**src/rtl/hue_pkg.sv**
```systemverilog
// Shared types and constants for the RGB-to-hue back end.
package hue_pkg;

    // Which channel held the maximum when the divide was launched
    typedef enum logic [1:0] {
        SEC_R    = 2'd0,
        SEC_G    = 2'd1,
        SEC_B    = 2'd2,
        SEC_RSVD = 2'd3
    } sector_e;

    // Sideband carried across the divider latency
    typedef struct packed {
        sector_e sector;
        logic    gray;
    } hue_tag_t;

    localparam int HUE_OFF_R = 0;
    localparam int HUE_OFF_G = 120;
    localparam int HUE_OFF_B = 240;
    localparam int HUE_MAX   = 360;
    localparam int HUE_SCALE = 60;
    localparam int TAG_W     = $bits(hue_tag_t);

endpackage

```
**src/rtl/hue_tag_fifo.sv**
```systemverilog
// Show-ahead tag FIFO: head is readable combinationally in the pop cycle.
// A push into a full FIFO succeeds only if a pop happens in the same cycle.
module hue_tag_fifo
    import hue_pkg::*;
#(
    parameter int DEPTH = 32,
    parameter int W     = TAG_W
) (
    input  logic         i_clk,
    input  logic         i_rst,
    input  logic         i_push,
    input  logic [W-1:0] i_data,
    input  logic         i_pop,
    output logic [W-1:0] o_head,
    output logic         o_full,
    output logic         o_empty,
    output logic         o_ovf,
    output logic         o_udf
);

    localparam int PTR_W = $clog2(DEPTH);
    localparam int CNT_W = PTR_W + 1;

    logic [W-1:0]     mem [DEPTH];
    logic [PTR_W-1:0] wr_ptr;
    logic [PTR_W-1:0] rd_ptr;
    logic [CNT_W-1:0] count;
    logic [CNT_W-1:0] count_next;
    logic             full_r;
    logic             push_ok;
    logic             pop_ok;

    assign o_empty = (count == '0);
    assign pop_ok  = i_pop & ~o_empty;
    assign push_ok = i_push & (~full_r | pop_ok);
    assign o_ovf   = i_push & full_r & ~pop_ok;
    assign o_udf   = i_pop & o_empty;
    assign o_full  = full_r;
    assign o_head  = mem[rd_ptr];

    // Occupancy after this cycle's accepted push/pop
    always_comb begin
        count_next = count + {{(CNT_W-1){1'b0}}, push_ok}
                           - {{(CNT_W-1){1'b0}}, pop_ok};
    end

    // Pointer and occupancy bookkeeping; pointers wrap at the power-of-2 depth
    always_ff @(posedge i_clk or posedge i_rst) begin
        if (i_rst) begin
            wr_ptr <= '0;
            rd_ptr <= '0;
            count  <= '0;
            full_r <= 1'b0;
        end else begin
            if (push_ok) wr_ptr <= wr_ptr + 1'b1;
            if (pop_ok)  rd_ptr <= rd_ptr + 1'b1;
            count  <= count_next;
            full_r <= (count_next == CNT_W'(DEPTH));
        end
    end

    // Tag storage, data only
    always_ff @(posedge i_clk) begin
        if (push_ok) mem[wr_ptr] <= i_data;
    end

endmodule

```
**src/rtl/hue_stage2.sv**
```systemverilog
// Final RGB-to-hue stage: re-joins the divider quotient with its buffered
// sector/gray tag, scales by 60, adds the sector offset and wraps to 0..359.
// Optional build macro HUE_STAGE2_ROUND_EN: round half up instead of floor.
module hue_stage2
    import hue_pkg::*;
#(
    parameter int DIVIDE_LATENCY = 16,
    parameter int TAG_DEPTH      = 32,
    parameter int QUO_W          = 16,
    parameter int HUE_W          = 9
) (
    input  logic                    i_clk,
    input  logic                    i_rst,
    input  logic                    i_tag_valid,
    input  logic [1:0]              i_sector,
    input  logic                    i_gray,
    input  logic signed [QUO_W-1:0] i_quo,
    input  logic                    i_quo_valid,
    output logic [HUE_W-1:0]        o_hue,
    output logic                    o_valid,
    output logic                    o_tag_full,
    output logic                    o_err
);

    if (TAG_DEPTH < DIVIDE_LATENCY + 2) begin : g_depth_chk
        $error("TAG_DEPTH too small for DIVIDE_LATENCY");
    end
    if ((TAG_DEPTH & (TAG_DEPTH - 1)) != 0) begin : g_pow2_chk
        $error("TAG_DEPTH must be a power of 2");
    end
    if (QUO_W < 10) begin : g_quo_chk
        $error("QUO_W must hold +/-256");
    end

    localparam logic signed [QUO_W-1:0] SAT_HI  = QUO_W'(256);
    localparam logic signed [QUO_W-1:0] SAT_LO  = -QUO_W'(256);
    localparam logic signed [16:0]      SCALE_K = 17'(HUE_SCALE);
    localparam logic signed [10:0]      MAX_K   = 11'(HUE_MAX);
`ifdef HUE_STAGE2_ROUND_EN
    localparam logic signed [16:0]      RND_K   = 17'sd128;
`else
    localparam logic signed [16:0]      RND_K   = 17'sd0;
`endif

    // Clamp Q8.8 quotient to +/-1.0
    function automatic logic signed [9:0] sat_quo(input logic signed [QUO_W-1:0] q);
        if (q > SAT_HI)      return 10'sd256;
        else if (q < SAT_LO) return -10'sd256;
        else                 return q[9:0];
    endfunction

    // Saturated quotient times 60, still Q.8
    function automatic logic signed [16:0] scale_quo(input logic signed [QUO_W-1:0] q);
        logic signed [9:0]  s;
        logic signed [16:0] e;
        s = sat_quo(q);
        e = {{7{s[9]}}, s};
        return e * SCALE_K;
    endfunction

    // Drop the fraction: floor, or round half up when enabled
    function automatic logic signed [10:0] round_prod(input logic signed [16:0] p);
        logic signed [16:0] t;
        t = (p + RND_K) >>> 8;
        return t[10:0];
    endfunction

    function automatic logic signed [10:0] sector_offset(input sector_e s);
        case (s)
            SEC_G:   return 11'(HUE_OFF_G);
            SEC_B:   return 11'(HUE_OFF_B);
            default: return 11'(HUE_OFF_R);
        endcase
    endfunction

    // Single-step wrap into 0..359; inputs never leave -360..719
    function automatic logic [HUE_W-1:0] wrap_hue(input logic signed [10:0] h);
        logic signed [10:0] w;
        w = h;
        if (h < 0)           w = h + MAX_K;
        else if (h >= MAX_K) w = h - MAX_K;
        return w[HUE_W-1:0];
    endfunction

    hue_tag_t tag_in;
    hue_tag_t head;
    logic     fifo_empty;
    logic     fifo_ovf;
    logic     fifo_udf;
    logic     take;

    assign tag_in.sector = sector_e'(i_sector);
    assign tag_in.gray   = i_gray;
    assign take          = i_quo_valid & ~fifo_empty;

    hue_tag_fifo #(
        .DEPTH (TAG_DEPTH),
        .W     (TAG_W)
    ) u_tag_fifo (
        .i_clk   (i_clk),
        .i_rst   (i_rst),
        .i_push  (i_tag_valid),
        .i_data  (tag_in),
        .i_pop   (i_quo_valid),
        .o_head  (head),
        .o_full  (o_tag_full),
        .o_empty (fifo_empty),
        .o_ovf   (fifo_ovf),
        .o_udf   (fifo_udf)
    );

    // ---- stage A: saturate, scale, capture tag ----
    logic               vld_p1;
    logic signed [16:0] prod_p1;
    hue_tag_t           tag_p1;

    // Stage A valid follows a successful pop
    always_ff @(posedge i_clk or posedge i_rst) begin
        if (i_rst) vld_p1 <= 1'b0;
        else       vld_p1 <= take;
    end

    // Stage A data: scaled quotient and its tag
    always_ff @(posedge i_clk) begin
        if (take) begin
            prod_p1 <= scale_quo(i_quo);
            tag_p1  <= head;
        end
    end

    // ---- stage B: shift, offset, wrap, force cases ----
    logic             vld_p2;
    logic [HUE_W-1:0] hue_p2;
    logic [HUE_W-1:0] hue_next;
    logic             err_r;
    logic             rsvd_p1;

    assign rsvd_p1 = (tag_p1.sector == SEC_RSVD);

    // Gray and reserved sectors carry no meaningful hue
    always_comb begin
        hue_next = wrap_hue(sector_offset(tag_p1.sector) + round_prod(prod_p1));
        if (tag_p1.gray || rsvd_p1) hue_next = '0;
    end

    // Output register; hue holds while no result is valid, error is sticky
    always_ff @(posedge i_clk or posedge i_rst) begin
        if (i_rst) begin
            vld_p2 <= 1'b0;
            hue_p2 <= '0;
            err_r  <= 1'b0;
        end else begin
            vld_p2 <= vld_p1;
            if (vld_p1) hue_p2 <= hue_next;
            err_r  <= err_r | fifo_ovf | fifo_udf | (vld_p1 & rsvd_p1);
        end
    end

    assign o_hue   = hue_p2;
    assign o_valid = vld_p2;
    assign o_err   = err_r;

endmodule
```
**config.mk**
```make
export PLATFORM = sky130hd
export DESIGN_NAME = hue_stage2
export DESIGN_NICKNAME = d
export VERILOG_FILES = /design/src/rtl/hue_pkg.sv /design/src/rtl/hue_tag_fifo.sv /design/src/rtl/hue_stage2.sv
export SDC_FILE = /design/constraint.sdc
export NUM_CORES = 1
export LEC_CHECK = 0
export ABC_AREA = 1
export BUFFER_PORTS_ARGS = -buffer_cell sky130_fd_sc_hd__buf_4
export CORE_UTILIZATION = 50
export CTS_CLUSTER_SIZE = 8
export DETAILED_ROUTE_END_ITERATION = 10
export PLACE_DENSITY = 0.67
export SLEW_MARGIN = 20
export SYNTH_ARGS = -nofsm -noshare
export SYNTH_HDL_FRONTEND = slang
export SYNTH_SLANG_ARGS = --single-unit
```
**constraint.sdc**
```tcl
create_clock -name i_clk -period 2.62 [get_ports i_clk]
set_input_delay 0.524 -clock i_clk [delete_from_list [all_inputs] [get_ports i_clk]]
set_output_delay 0.524 -clock i_clk [all_outputs]
set_load 0.01 [all_outputs]
```
# After elaboration in Yosys (flattened, before gate mapping)
# Memory sizes are Yosys's and may differ from the RTL's. A register that Yosys moved wholly into a read port is not among the register bits.
# Cells that the tools add are included.
[word_totals]
regBits = 44
ramBits = 96
out_inout_bits = 12
elab_cells = 50
mem_count = 1
[classes]
n_addsub = 7
n_mul = 1
order_cmp = 4
eq_ne = 4
n_mux = 9
bitwise_logic = 13
reduce_logical = 2
[mem_list]
columns = ["memory", "words", "word_bits", "rd", "rd_clocked_by_memory_dff", "wr", "line_no", "text"]
rows = [
  ["u_tag_fifo.mem", 32, 3, 1, 1, 1, "hue_tag_fifo.sv:24", "logic [W-1:0] mem [DEPTH];"],
]
[ops]
columns = ["op", "count"]
rows = [
  ["10-bit 2-to-1 mux", 3],
  ["9-bit 2-to-1 mux", 3],
  ["16-bit by 10-bit > comparator with 1-bit output, second input constant", 1],
  ["16-bit by 9-bit less-than comparator with 1-bit output, second input constant", 1],
  ["8-bit case mux with 2 select lines", 1],
  ["10-bit by 5-bit multiplier with 15-bit output, second input constant", 1],
  ["5-bit by 1-bit adder with 5-bit output, second input constant", 2],
  ["9-bit by 9-bit adder with 10-bit output", 1],
  ["10-bit >= comparator, second input constant", 1],
  ["10-bit by 1-bit less-than comparator with 1-bit output, second input constant", 1],
  ["9-bit adder, second input constant", 1],
  ["9-bit subtractor, second input constant", 1],
  ["6-bit by 1-bit adder with 6-bit output", 1],
  ["1-bit bitwise AND", 6],
  ["6-bit equality test, second input constant", 1],
  ["6-bit zero test", 1],
  ["6-bit by 1-bit subtractor with 6-bit output", 1],
  ["2-bit equality test, second input constant", 2],
  ["1-bit bitwise OR", 4],
  ["1-bit inverter", 3],
  ["2-bit by 1-bit equality test with 1-bit output, second input constant", 1],
  ["1-bit 2-to-1 mux", 2],
  ["1-bit logical OR", 1],
]

# Logic depth before layout (Yosys ltp)
[depth]
word_depth = 8
ltp_mapped = 20
depth_no_buf = 20

# Hierarchy
# From an unflattened synthesis, not the netlist that was laid out.
[hier_totals]
cells_unflattened = 878
area_unflattened_um2 = 8006.4
[by_module_without_submodules]
columns = ["mod", "n_inst", "cells_each", "area_per_inst_um2", "seq_area_each_um2"]
rows = [
  ["hue_tag_fifo", 1, 526, 5351.4, 3308.2],
  ["hue_stage2", 1, 352, 2655.0, 660.6],
]

# Worst setup path before layout
# OpenSTA, ideal clock, no wires.
[synth_timing]
kind = "input port to flip-flop"
from = "input i_quo[12]"
to = "register prod_p1[16] (data pin)"
setup_ns = 0.263
arrival_ns = 3.874
t_required_ns = 2.357
path_slack_ns = -1.517
stages = 17
path_buffers = 0
cell_sequence = "nor4_1 nand3_1 o21ai_2 inv_1 nor2_1 ha_1 fa_1 inv_1 fa_1 inv_1 ha_1 nand2_1 o21ai_0 nand2_1 nand4_1 nand2_1 xor2_1"
[synth_between]
elab_chain_cells = 5
[synth_rtl]
columns = ["item", "line_no", "text"]
rows = [
  ["start: declaration", "hue_stage2.sv:17", "input logic signed [QUO_W-1:0] i_quo,"],
  ["16-bit by 9-bit less-than comparator with 1-bit output", "hue_stage2.sv:48", "else if (q < SAT_LO) return -10'sd256;"],
  ["10-bit 2-to-1 mux", "hue_stage2.sv:48", ""],
  ["10-bit 2-to-1 mux (*)", "hue_stage2.sv:47", "if (q > SAT_HI) return 10'sd256;"],
  ["10-bit 2-to-1 mux (*)", "hue_stage2.sv:125", "if (take) begin"],
  ["10-bit by 5-bit multiplier with 15-bit output (*)", "hue_stage2.sv:58", "return e * SCALE_K;"],
  ["end signal: assignment", "hue_stage2.sv:126", "prod_p1 <= scale_quo(i_quo);"],
  ["end: declaration", "hue_stage2.sv:114", "logic signed [16:0] prod_p1;"],
]
# Mark *: on every way between the ends. The rest lies on a longest branch, timed or not. The select of a mux whose other input is x is not followed.
# A chain may end at the register's enable or synchronous reset.

# Worst setup path in the final report
[layout_timing]
from = "input i_quo[3]"
to = "register prod_p1[10] (data pin)"
# Same word-level chain as after synthesis.

==> impl_metrics.py <==
metrics = {
    "timing": {
        "finalSetupViolCount": 10,
        "min_period_ns": 3.69,
        "rsz0062_at_grt": "true",
        "setup_slack_ns": -1.07,
        "fmax_mhz": 271,
        "fin_skew_ns": 0.0109,
        "finalCritPeriodShare_pct": 141,
        "tightest_slew_ns": 0.782,
        "slew-limit-headroom_pct": 47.8,
        "tns_ns": -9.17,
        "drv_slew": 0,
        "final_hold_viol_count": 0,
    },
    "clock_tree": {
        "clk_pin_slew_ns": 0.06,
        "cts_made_buffers": 17,
        "cts_tree": "yes",
        "holdBufCountCts": 0,
        "insertion_delay_ns": 0.41,
        "cts.sinks": 137,
        "clockRootBuffer": "clkbuf_16",
        "cts_max_level": 4,
        "clock_path_buffers": 2,
    },
    "synthesis": {
        "synth_nets": 782,
        "ys_ff_latch": 137,
        "ys.flop_type": "edfxtp_1",
        "synth_edf_count": 108,
        "syn_area_mm2": 0.00733,
        "synth_area_leader_cell": "edfxtp_1",
        "ys_types": 43,
        "synth.area.top_cells": "edfxtp_1, dfrtp_1, ha_1",
        "syn_inst": 697,
        "yosys_warnings": 0,
        "synth_top_cell_area_share_pct": 44.3,
        "ys_async_sr_fraction_pct": 21.2,
        "yosysSeqAreaShare_pct": 54.2,
        "syn_area_per_cell_um2": 10.5,
    },
    "grt": {
        "grt_pass1_wl_mm": 25.5,
        "antenna_found_initial": 0,
        "track_usage_pct": 22.2,
        "grt_pass1_vias": 5374,
        "grt-ovfl-total": 0,
        "grt_max_degree": 50,
    },
    "power": {
        "p_leak_nw": 3.92,
        "p_per_area_mw_per_mm2": 1060,
        "ir_drop_mv": 0.811,
        "total_power_mw": 9.86,
    },
    "final_layout": {
        "layout-drive-gt1-share_pct": 27.8,
        "synthToLayoutAreaGrowth_pct": 27.5,
        "num-fill-cells": 1061,
        "fin_cells": 1003,
        "finalInstanceArea_mm2": 0.00934,
        "final_cell_mix": "buf_4, edfxtp_1, nor2_1",
        "diodes": 0,
        "multiInputGateArea_mm2": 0.00339,
        "finalNetCount": 897,
        "register_area_mm2": 0.00397,
    },
    "placed_design": {
        "place_hpwl_mm": 11.0,
        "numPortBuffers": 34,
        "dpl_cell_area_mm2": 0.00833,
        "gp_congestion": 0.822,
        "dp.cells": 945,
        "place_ws_ns": -1.59,
    },
    "detailed_routing": {
        "vias_per_cell": 5.47,
        "num_vias": 5491,
        "wl_mm": 16.4,
        "routedWlPerCell_um": 16.4,
        "dr.pass1.iters": 5,
        "drc": 0,
        "drt_iter0_markers": 420,
        "final_antenna_net_count": 0,
    },
    "flow_run": {
        "cap_violations": 0,
    },
    "worst_setup_path": {
        "crit_type": "in -> reg",
        "worst-endpoint-arrival_ns": 3.85,
        "worstPathRequired_ns": 2.78,
        "cp_max_fo": 4,
        "end_kind": "register",
        "worstSetupStartpointType": "input port",
    },
    "floorplanning": {
        "die_w_um": 123,
        "die_height_um": 123,
        "ios": 35,
        "dieArea_mm2": 0.0151,
        "num_rows": 43,
        "core_mm2": 0.0141,
        "initial_core_util_pct": 52.0,
    },
    "status": {
        "outcome": "finished with violations",
        "violations": "setup timing",
    },
    "min_path": {
        "min_path_type": "in -> async",
    },
}
## sequential cells by signal, indices dropped and copies added, names as in the netlist, 3 cells and up
name and count:
u_tag_fifo.count 6, prod_p1 9, u_tag_fifo.rd_ptr 5, u_tag_fifo.wr_ptr 5, o_hue 9, tag_p1 3, u_tag_fifo.mem 96
## worst max-delay path: stages
cell	delay (ns)
buf_4	0.12
nor3_2	0.22
a41oi_2	0.16
o21ai_4	0.23
buf_12	0.15
clkinv_8	0.06
nor2_4	0.17
ha_4	0.23
fa_1	0.47
inv_1	0.05
fa_1	0.48
inv_2	0.05
ha_4	0.26
a21oi_2	0.16
o21ai_2	0.08
a21o_1	0.19
buf_6	0.12
xor2_1	0.13
## layout make-up
| cell class | count | area share [%] |
|---|---|---|
| flip-flops and latches | 137 | 42.5 |
| multi-input cells | 455 | 36.2 |
| repair buffers | 115 | 9.62 |
| clock buffers | 22 | 4.75 |
| inverters | 86 | 3.68 |
| well taps | 180 | 2.41 |
| clock inverters | 8 | 0.817 |
## cell usage after synthesis, drive strengths merged (2+ instances only)
library cell,number
edfxtp,108
nor2,104
inv,85
nand2,80
o21ai,58
ha,47
nand3,46
dfrtp,29
xor2,23
o221ai,22
a21oi,16
clkbuf,15
fa,15
nand4,12
a21o,4
a31oi,4
buf,4
nor3,4
a22o,3
xnor2,3
nand3b,2
nor4,2
o21bai,2
o22ai,2
## stage by stage
step	utilization [%]	hold WS (ns)
floorplan	-	0.381
global placement	59.1	0.449
detailed placement	59.1	0.463
CTS	64.5	0.199
global route	66.3	0.232
finish	66.3	0.193
## cell families (layout without fill, tap and decap cells)
kind of cell | Yosys count | count (layout) | share of synthesized area, %
AOI/OAI and AO/OA | 115 | 115 | 9.70
xor gates and xnor gates | 26 | 26 | 3.11
adders and majority gates | 62 | 62 | 12.1
buffers and inverters | 105 | 231 | 5.48
DFF | 137 | 137 | 54.2
and+or+nand+nor | 252 | 252 | 15.4
## what timing repair did
item	CTS	global route
endpoints found under the setup margin	10	10
gates resized for setup	33	31
pin swaps	37	33
setup buffers	15	13
## power by group
part           leakage [nW]  internal [mW]  switching (mW)
Combinational          2.34           1.84            2.93
Clock                 0.249           1.29           0.815
Sequential             1.33           2.73           0.266
Total                  3.92           5.86            4.01
## per-layer routing
| metal | global-route usage (%) | vias to the layer above | part of all wire (%) |
|---|---|---|---|
| met5 | 0 | - | 0 |
| met1 | 28.2 | 2670 | 43 |
| met2 | 38.6 | 158 | 50 |
| met4 | 7.23 | 0 | 1.6 |
| met3 | 4.01 | 26 | 5.0 |
| li1 | - | 2637 | - |
## final timing paths
check                           depth (start not counted)                  end                start  slack [ns]
worst max-delay path                                   18          prod_p1[10]             i_quo[3]       -1.07
worst min-delay path                                    3  u_tag_fifo.count[3]                i_rst        0.19
worst max register to register                         13    u_tag_fifo.o_full  u_tag_fifo.count[2]       -0.09
worst min register to register                          1             o_hue[0]           prod_p1[8]        0.46
max in group asynchronous                               3             o_hue[4]                i_rst        2.13
min in group i_clk                                      3                o_err          i_tag_valid        0.40
Note: power is estimated with default switching activity, not from simulation.
